[config.mk]
export PLATFORM = sky130hd
export DESIGN_NAME = router_fifo_flat
export DESIGN_NICKNAME = d
export VERILOG_FILES = /design/src/rtl/router_fifo_pkg.sv /design/src/rtl/router_fifo_if.sv /design/src/rtl/router_fifo_mem.sv /design/src/rtl/router_fifo.sv /design/src/flat_wrapper.sv
export SDC_FILE = /design/constraint.sdc
export NUM_CORES = 1
export LEC_CHECK = 0
export BUFFER_PORTS_ARGS = -buffer_cell sky130_fd_sc_hd__buf_2
export CAP_MARGIN = 20
export CORE_UTILIZATION = 55
export DETAILED_ROUTE_END_ITERATION = 7
export PLACE_DENSITY_LB_ADDON = 0.2
export SETUP_SLACK_MARGIN = 0.2
export SLEW_MARGIN = 20
export SYNTH_ARGS = -nofsm -noshare
export SYNTH_HDL_FRONTEND = slang
export SYNTH_SLANG_ARGS = --single-unit
export TNS_END_PERCENT = 20
[constraint.sdc]
create_clock -name clock -period 2.63 [get_ports clock]
set_input_delay 0.263 -clock clock [delete_from_list [all_inputs] [get_ports clock]]
set_output_delay 0.263 -clock clock [all_outputs]
set_load 0.03 [all_outputs]
[src/rtl/router_fifo_pkg.sv]
// Shared constants and helpers for the 1x3 router output-port buffers.
// Latency: none (declarations only).
// Backpressure: n/a.
//
// Package router_pkg: buffer geometry, header field layout, packet-length helper.
package router_pkg;

   localparam int FIFO_DEPTH = 16;
   localparam int DATA_W     = 8;

   // Header byte layout: [7:2] payload length, [1:0] destination address.
   localparam int LEN_MSB = 7;
   localparam int LEN_LSB = 2;
   localparam int ADDR_W  = 2;

   // Address 2'b11 is not a valid destination.
   localparam logic [ADDR_W-1:0] ADDR_RSVD = 2'b11;

   localparam int CNT_W = LEN_MSB - LEN_LSB + 1;
   typedef logic [CNT_W-1:0] pkt_cnt_t;

   // Bytes still to drain after the header: payload length plus the parity byte.
   function automatic pkt_cnt_t hdr_to_cnt(input logic [LEN_MSB:LEN_LSB] len);
      return len + pkt_cnt_t'(1);
   endfunction

endpackage

[src/rtl/router_fifo_if.sv]
// Byte bus between the router register stage, one output buffer and its reader.
// Latency: none (wires only).
// Backpressure: full/empty flags; the writer and reader must respect them.
//
// Signals: write_enb, read_enb, lfd_state, data_in (writer/reader -> buffer);
//          full, empty, data_out (buffer -> writer/reader).
interface router_fifo_if
   import router_pkg::*;
#(
   parameter int DATA_W = router_pkg::DATA_W
);

   logic              write_enb;
   logic              read_enb;
   logic              lfd_state;
   logic [DATA_W-1:0] data_in;
   logic              full;
   logic              empty;
   logic [DATA_W-1:0] data_out;

   modport master (
      output write_enb, read_enb, lfd_state, data_in,
      input  full, empty, data_out
   );

   modport slave (
      input  write_enb, read_enb, lfd_state, data_in,
      output full, empty, data_out
   );

endinterface

[src/rtl/router_fifo_mem.sv]
// Storage array for one output buffer: synchronous write, registered read.
// Latency: 1 clock from rd_en_i to rd_word_o.
// Backpressure: none; the caller gates wr_en_i/rd_en_i with full/empty.
//
// Ports: clock; wr_en_i/wr_addr_i/wr_word_i write port;
//        rd_en_i/rd_addr_i read port; rd_word_o registered read word.
module router_fifo_mem
   import router_pkg::*;
#(
   parameter int DEPTH  = FIFO_DEPTH,
   parameter int WORD_W = router_pkg::DATA_W + 1,
   localparam int AW    = $clog2(DEPTH)
) (
   input  logic              clock,
   input  logic              wr_en_i,
   input  logic [AW-1:0]     wr_addr_i,
   input  logic [WORD_W-1:0] wr_word_i,
   input  logic              rd_en_i,
   input  logic [AW-1:0]     rd_addr_i,
   output logic [WORD_W-1:0] rd_word_o
);

   logic [WORD_W-1:0] mem_q [DEPTH];
   logic [WORD_W-1:0] rd_word_q;

   // No reset on the array or read register: the owner tracks validity.
   always_ff @(posedge clock) begin
      if (wr_en_i) begin
         mem_q[wr_addr_i] <= wr_word_i;
      end
      if (rd_en_i) begin
         rd_word_q <= mem_q[rd_addr_i];
      end
   end

   assign rd_word_o = rd_word_q;

endmodule

[src/rtl/router_fifo.sv]
// Per-port output buffer of the 1x3 router: stores header-tagged bytes and
// drives them to the destination reader, idling the bus once a packet drains.
// Latency: 1 clock write-to-flag, 1 clock read_enb-to-data_out.
// Backpressure: writes dropped while full, reads ignored while empty.
//
// Ports: clock, resetn (sync, active-low), soft_reset (sync flush),
//        bus (router_fifo_if.slave: write_enb, read_enb, lfd_state, data_in,
//        full, empty, data_out).
// Build option ROUTER_FIFO_TRISTATE_EN: idle data_out is all-Z instead of zero.
module router_fifo
   import router_pkg::*;
#(
   parameter int DEPTH  = FIFO_DEPTH,
   parameter int DATA_W = router_pkg::DATA_W
) (
   input  logic          clock,
   input  logic          resetn,
   input  logic          soft_reset,
   router_fifo_if.slave  bus
);

   localparam int AW = $clog2(DEPTH);
   localparam int PW = AW + 1;

`ifdef ROUTER_FIFO_TRISTATE_EN
   localparam logic [DATA_W-1:0] IDLE_VAL = 'z;
`else
   localparam logic [DATA_W-1:0] IDLE_VAL = '0;
`endif

   logic [PW-1:0]   wr_ptr_q, wr_ptr_d;
   logic [PW-1:0]   rd_ptr_q, rd_ptr_d;
   logic            lfd_q;
   logic            rd_pend_q;   // a read was accepted on the previous edge
   pkt_cnt_t        pkt_cnt_q;   // count before the pending read is applied
   pkt_cnt_t        pkt_cnt;     // architectural count, including the pending read
   logic            idle_q, idle_d;
   logic            empty_w, full_w;
   logic            wr_acc, rd_acc;
   logic            flush;
   logic [DATA_W:0] rd_word;

   assign flush   = !resetn || soft_reset;
   assign empty_w = (wr_ptr_q == rd_ptr_q);
   assign full_w  = (wr_ptr_q[AW] != rd_ptr_q[AW]) &&
                    (wr_ptr_q[AW-1:0] == rd_ptr_q[AW-1:0]);
   assign wr_acc  = bus.write_enb && !full_w;
   assign rd_acc  = bus.read_enb && !empty_w;

   router_fifo_mem #(
      .DEPTH  (DEPTH),
      .WORD_W (DATA_W + 1)
   ) u_mem (
      .clock     (clock),
      .wr_en_i   (wr_acc && !flush),
      .wr_addr_i (wr_ptr_q[AW-1:0]),
      .wr_word_i ({lfd_q, bus.data_in}),
      .rd_en_i   (rd_acc && !flush),
      .rd_addr_i (rd_ptr_q[AW-1:0]),
      .rd_word_o (rd_word)
   );

   // The read word only becomes visible one clock after the read, so the
   // counter update for that read is folded in combinationally here; this
   // keeps pkt_cnt aligned with the edge on which the read was accepted.
   always_comb begin
      pkt_cnt = pkt_cnt_q;
      if (rd_pend_q) begin
         if (rd_word[DATA_W]) begin
            pkt_cnt = hdr_to_cnt(rd_word[LEN_MSB:LEN_LSB]);
         end else if (pkt_cnt_q != '0) begin
            pkt_cnt = pkt_cnt_q - pkt_cnt_t'(1);
         end
      end
   end

   always_comb begin
      wr_ptr_d = wr_ptr_q + PW'(wr_acc);
      rd_ptr_d = rd_ptr_q + PW'(rd_acc);
      idle_d   = idle_q;
      if (rd_acc) begin
         idle_d = 1'b0;
      end else if (pkt_cnt == '0) begin
         idle_d = 1'b1;
      end
   end

   always_ff @(posedge clock) begin
      if (flush) begin
         wr_ptr_q  <= '0;
         rd_ptr_q  <= '0;
         lfd_q     <= 1'b0;
         rd_pend_q <= 1'b0;
         pkt_cnt_q <= '0;
         idle_q    <= 1'b1;
      end else begin
         wr_ptr_q  <= wr_ptr_d;
         rd_ptr_q  <= rd_ptr_d;
         lfd_q     <= bus.lfd_state;
         rd_pend_q <= rd_acc;
         pkt_cnt_q <= pkt_cnt;
         idle_q    <= idle_d;
      end
   end

   assign bus.full     = full_w;
   assign bus.empty    = empty_w;
   assign bus.data_out = idle_q ? IDLE_VAL : rd_word[DATA_W-1:0];

endmodule

[src/flat_wrapper.sv]
// flat-port wrapper written by rule: the top's interface ports become plain ports
module router_fifo_flat import router_pkg::*;
#(
   parameter int DEPTH  = FIFO_DEPTH,
   parameter int DATA_W = router_pkg::DATA_W
)
  (clock, resetn, soft_reset, bus_write_enb, bus_read_enb, bus_lfd_state, bus_data_in, bus_full, bus_empty, bus_data_out);
  router_fifo_if #(.DATA_W(DATA_W)) bus_i ();
  input  logic clock;
  input  logic resetn;
  input  logic soft_reset;
  input wire logic [$bits(bus_i.write_enb)-1:0] bus_write_enb;
  input wire logic [$bits(bus_i.read_enb)-1:0] bus_read_enb;
  input wire logic [$bits(bus_i.lfd_state)-1:0] bus_lfd_state;
  input wire logic [$bits(bus_i.data_in)-1:0] bus_data_in;
  output wire logic [$bits(bus_i.full)-1:0] bus_full;
  output wire logic [$bits(bus_i.empty)-1:0] bus_empty;
  output wire logic [$bits(bus_i.data_out)-1:0] bus_data_out;
  assign bus_i.write_enb = bus_write_enb;
  assign bus_i.read_enb = bus_read_enb;
  assign bus_i.lfd_state = bus_lfd_state;
  assign bus_i.data_in = bus_data_in;
  assign bus_full = bus_i.full;
  assign bus_empty = bus_i.empty;
  assign bus_data_out = bus_i.data_out;
  router_fifo #(.DEPTH(DEPTH), .DATA_W(DATA_W)) u_core (.clock(clock), .resetn(resetn), .soft_reset(soft_reset), .bus(bus_i));
endmodule
==> impl_metrics.tcl <==
set metrics [dict create \
    yosys.cell_types.count 38 \
    cp_slowest_cell "or4_1" \
    clk_latency_ns 0.42 \
    hold_buffers 0 \
    synth_edf_count 153 \
    synth_seq_cells 172 \
    slowest_delay_ns 0.60 \
    final_cells 599 \
    synth_common_cells "edfxtp_1, mux4_2, nor2_1" \
    critPathKind "register to register" \
    antenna_found_initial 0 \
    clock.fmax_mhz 454 \
    synthDominantCellAreaShare_pct 66.6 \
    hold_viol 0 \
    ys_seq_area_share_pct 72.1 \
    drc_errors 0 \
    fin_crit_ns 2.20 \
    grt_max_degree 21 \
    grt_use_total_pct 20.9 \
    grt_overflow 0 \
    start_util_pct 57.0 \
    cts_tree "built" \
    cts.sinks 172 \
    clkTransAtPathRegs_ns 0.06 \
    slew_headroom_pct 64.4 \
    setup_viol 0 \
    rows 40 \
    die_y_microns 114 \
    stdcell_area_sq_um 7960 \
    viasPerCell 5.64 \
    die-area_sq_um 13000 \
    core_region_area_sq_um 12100 \
    cp_max_fo 9 \
    finalSetupTns_ns 0 \
    cts_setup_buffers 0 \
    p_per_area_nw_per_um2 703 \
    cts_max_path_buffers 2 \
    drt-total-wl_mm 12.1 \
    dominantRegCellSynth "edfxtp_1" \
    place_area_sq_um 7360 \
    worstSetupStartpointType "register" \
    die_x_microns 114 \
    nets 439 \
    worst_hold_path_type "input port to register" \
    worst-slew-pin-transition_ns 0.533 \
    whs_path_depth 2 \
    synthArstFlopShare_pct 0 \
    cts_made_buffers 17 \
    rsz0062_at_grt "no" \
    yosys_warnings 0 \
    crit_arrival_ns 2.32 \
    setup.worst_path.end_class "register" \
    dpl.hpwl_mm 8.23 \
    cts_root_buf "clkbuf_16" \
    reg2regPathDepth 6 \
    synthCells 366 \
    place_congestion 0.823 \
    boundaryPins 24 \
    crit_chain "xor2_1, nor4_1, and2_1, or4_1, nor3_2, buf_4" \
    netlist_area_sq_um 6900 \
    routedWlPerCell_microns 20.2 \
    cap_viol_max_count 0 \
    antenna_left 0 \
    drtIter0Drc 305 \
    synth_area_leader_cell "edfxtp_1" \
    grt_pass1_wl_mm 19.2 \
    num_vias 3380 \
    synth_nets 387 \
    synth.area.top_cells "edfxtp_1, mux4_2, dfxtp_1, xor2_1, nor2_1" \
    grt_pass1_vias 3470 \
    drive_above_1_share_pct 30.2 \
    crit_required_ns 2.75 \
    p_leak_nw 2.64 \
    status "completed" \
    synthMostInstantiatedCell "edfxtp_1" \
    htreeDepth 4 \
    area_delta_synth_final_pct 15.3 \
    dp_cells 567 \
    post-route-period-util_pct 83.7 \
    ir_worst_vdd_v 0.000510 \
    finClkSkew_ns 0.0172 \
    portBuffers 23 \
    dr.pass1.iters 4 \
    antennaDiodeCount 0 \
    hold_ws_ns 0.0519 \
    final_max_slew_viol_count 0 \
    cts_resized 0 \
    avgSynthCellArea_sq_um 18.9 \
]
[layer usage]
layer / vias to the layer above / share of wire [%] / track usage, %
met1: 1723 / 45 / 29.0
met4: 0 / 0.76 / 7.71
met3: 8 / 4.1 / 4.25
li1: 1565 / - / -
met2: 84 / 50 / 33.2
met5: - / 0 / 0
[registers in the layout, indices dropped and copies added, names as in the netlist]
name / count
u_core.u_mem.rd_word_o: 9
u_core.pkt_cnt_q: 6
u_core.wr_ptr_q: 5
u_core.rd_pend_q: 1
u_core.rd_ptr_q: 5
u_core.u_mem.mem_q: 144
u_core.lfd_q: 1
u_core.idle_q: 1
[placed cells by master, fill, tap and decap left out, types with 7 or more instances in the layout]
cell type | synthesis | final
buf_4 | 1 | 26
ha_1 | 7 | 7
and2_1 | 9 | 9
dfxtp_1 | 19 | 17
xor2_1 | 13 | 13
edfxtp_1 | 153 | 153
nand3_1 | 11 | 11
clkbuf_16 | 0 | 17
buf_2 | 4 | 23
nor2b_1 | 10 | 10
mux4_2 | 45 | 45
nor2_1 | 28 | 28
[through the flow]
step           setup slack, ns  util [%]  power (W)
2_1_floorplan            0.243         -    0.00311
3_3_place_gp             0.518      60.8    0.00316
3_5_place_dp             0.477      60.8    0.00317
4_1_cts                  0.471      65.7    0.00564
5_1_grt                  0.235      65.7    0.00576
6_report                 0.429      65.7    0.00559
[report_power, final]
part | internal [W] | switching, W | total [W] | leakage [nW]
registers | 0.00298 | 0.00000861 | 0.00299 | 1.53
logic | 0.0000482 | 0.0000708 | 0.000119 | 0.826
clock network | 0.00150 | 0.000993 | 0.00249 | 0.286
total | 0.00452 | 0.00107 | 0.00559 | 2.64
[cell families after synthesis]
group | count (synthesis) | share of synthesized area (%)
AOI/OAI and AO/OA | 16 | 1.85
xor gates and xnor gates | 15 | 1.90
adders and majority gates | 7 | 1.27
buffers and inverters | 22 | 1.32
DFF | 172 | 72.1
muxes | 45 | 14.7
and+or+nand+nor | 89 | 6.91
[path summary, 6_finish.rpt]
check                                   startpoint                        to  slack, ns
worst min register to register  u_core.wr_ptr_q[4]        u_core.wr_ptr_q[4]       0.57
worst max-delay path            u_core.wr_ptr_q[1]  u_core.u_mem.mem_q[0][7]       0.43
worst min-delay path                 bus_lfd_state              u_core.lfd_q       0.05
worst max register to register  u_core.wr_ptr_q[1]  u_core.u_mem.mem_q[0][7]       0.43
[cell type report]
type / count / area (sq um)
clock buffer: 18 / 429
clock inverter: 14 / 170
fill: 832 / 4150
inverter: 6 / 22.5
multi-input combinational: 172 / 1840
sequential: 172 / 4980
tap: 168 / 210
timing repair buffer: 49 / 310
[critical path: cells and delay by family, from the launching register on]
family                    cells  cell delay (ns)
xor gates and xnor gates      1             0.17
and+or+nand+nor               4             1.06
DFF                           1             0.45
buffers and inverters         1             0.22
Note: power is estimated with default switching activity, not from simulation.
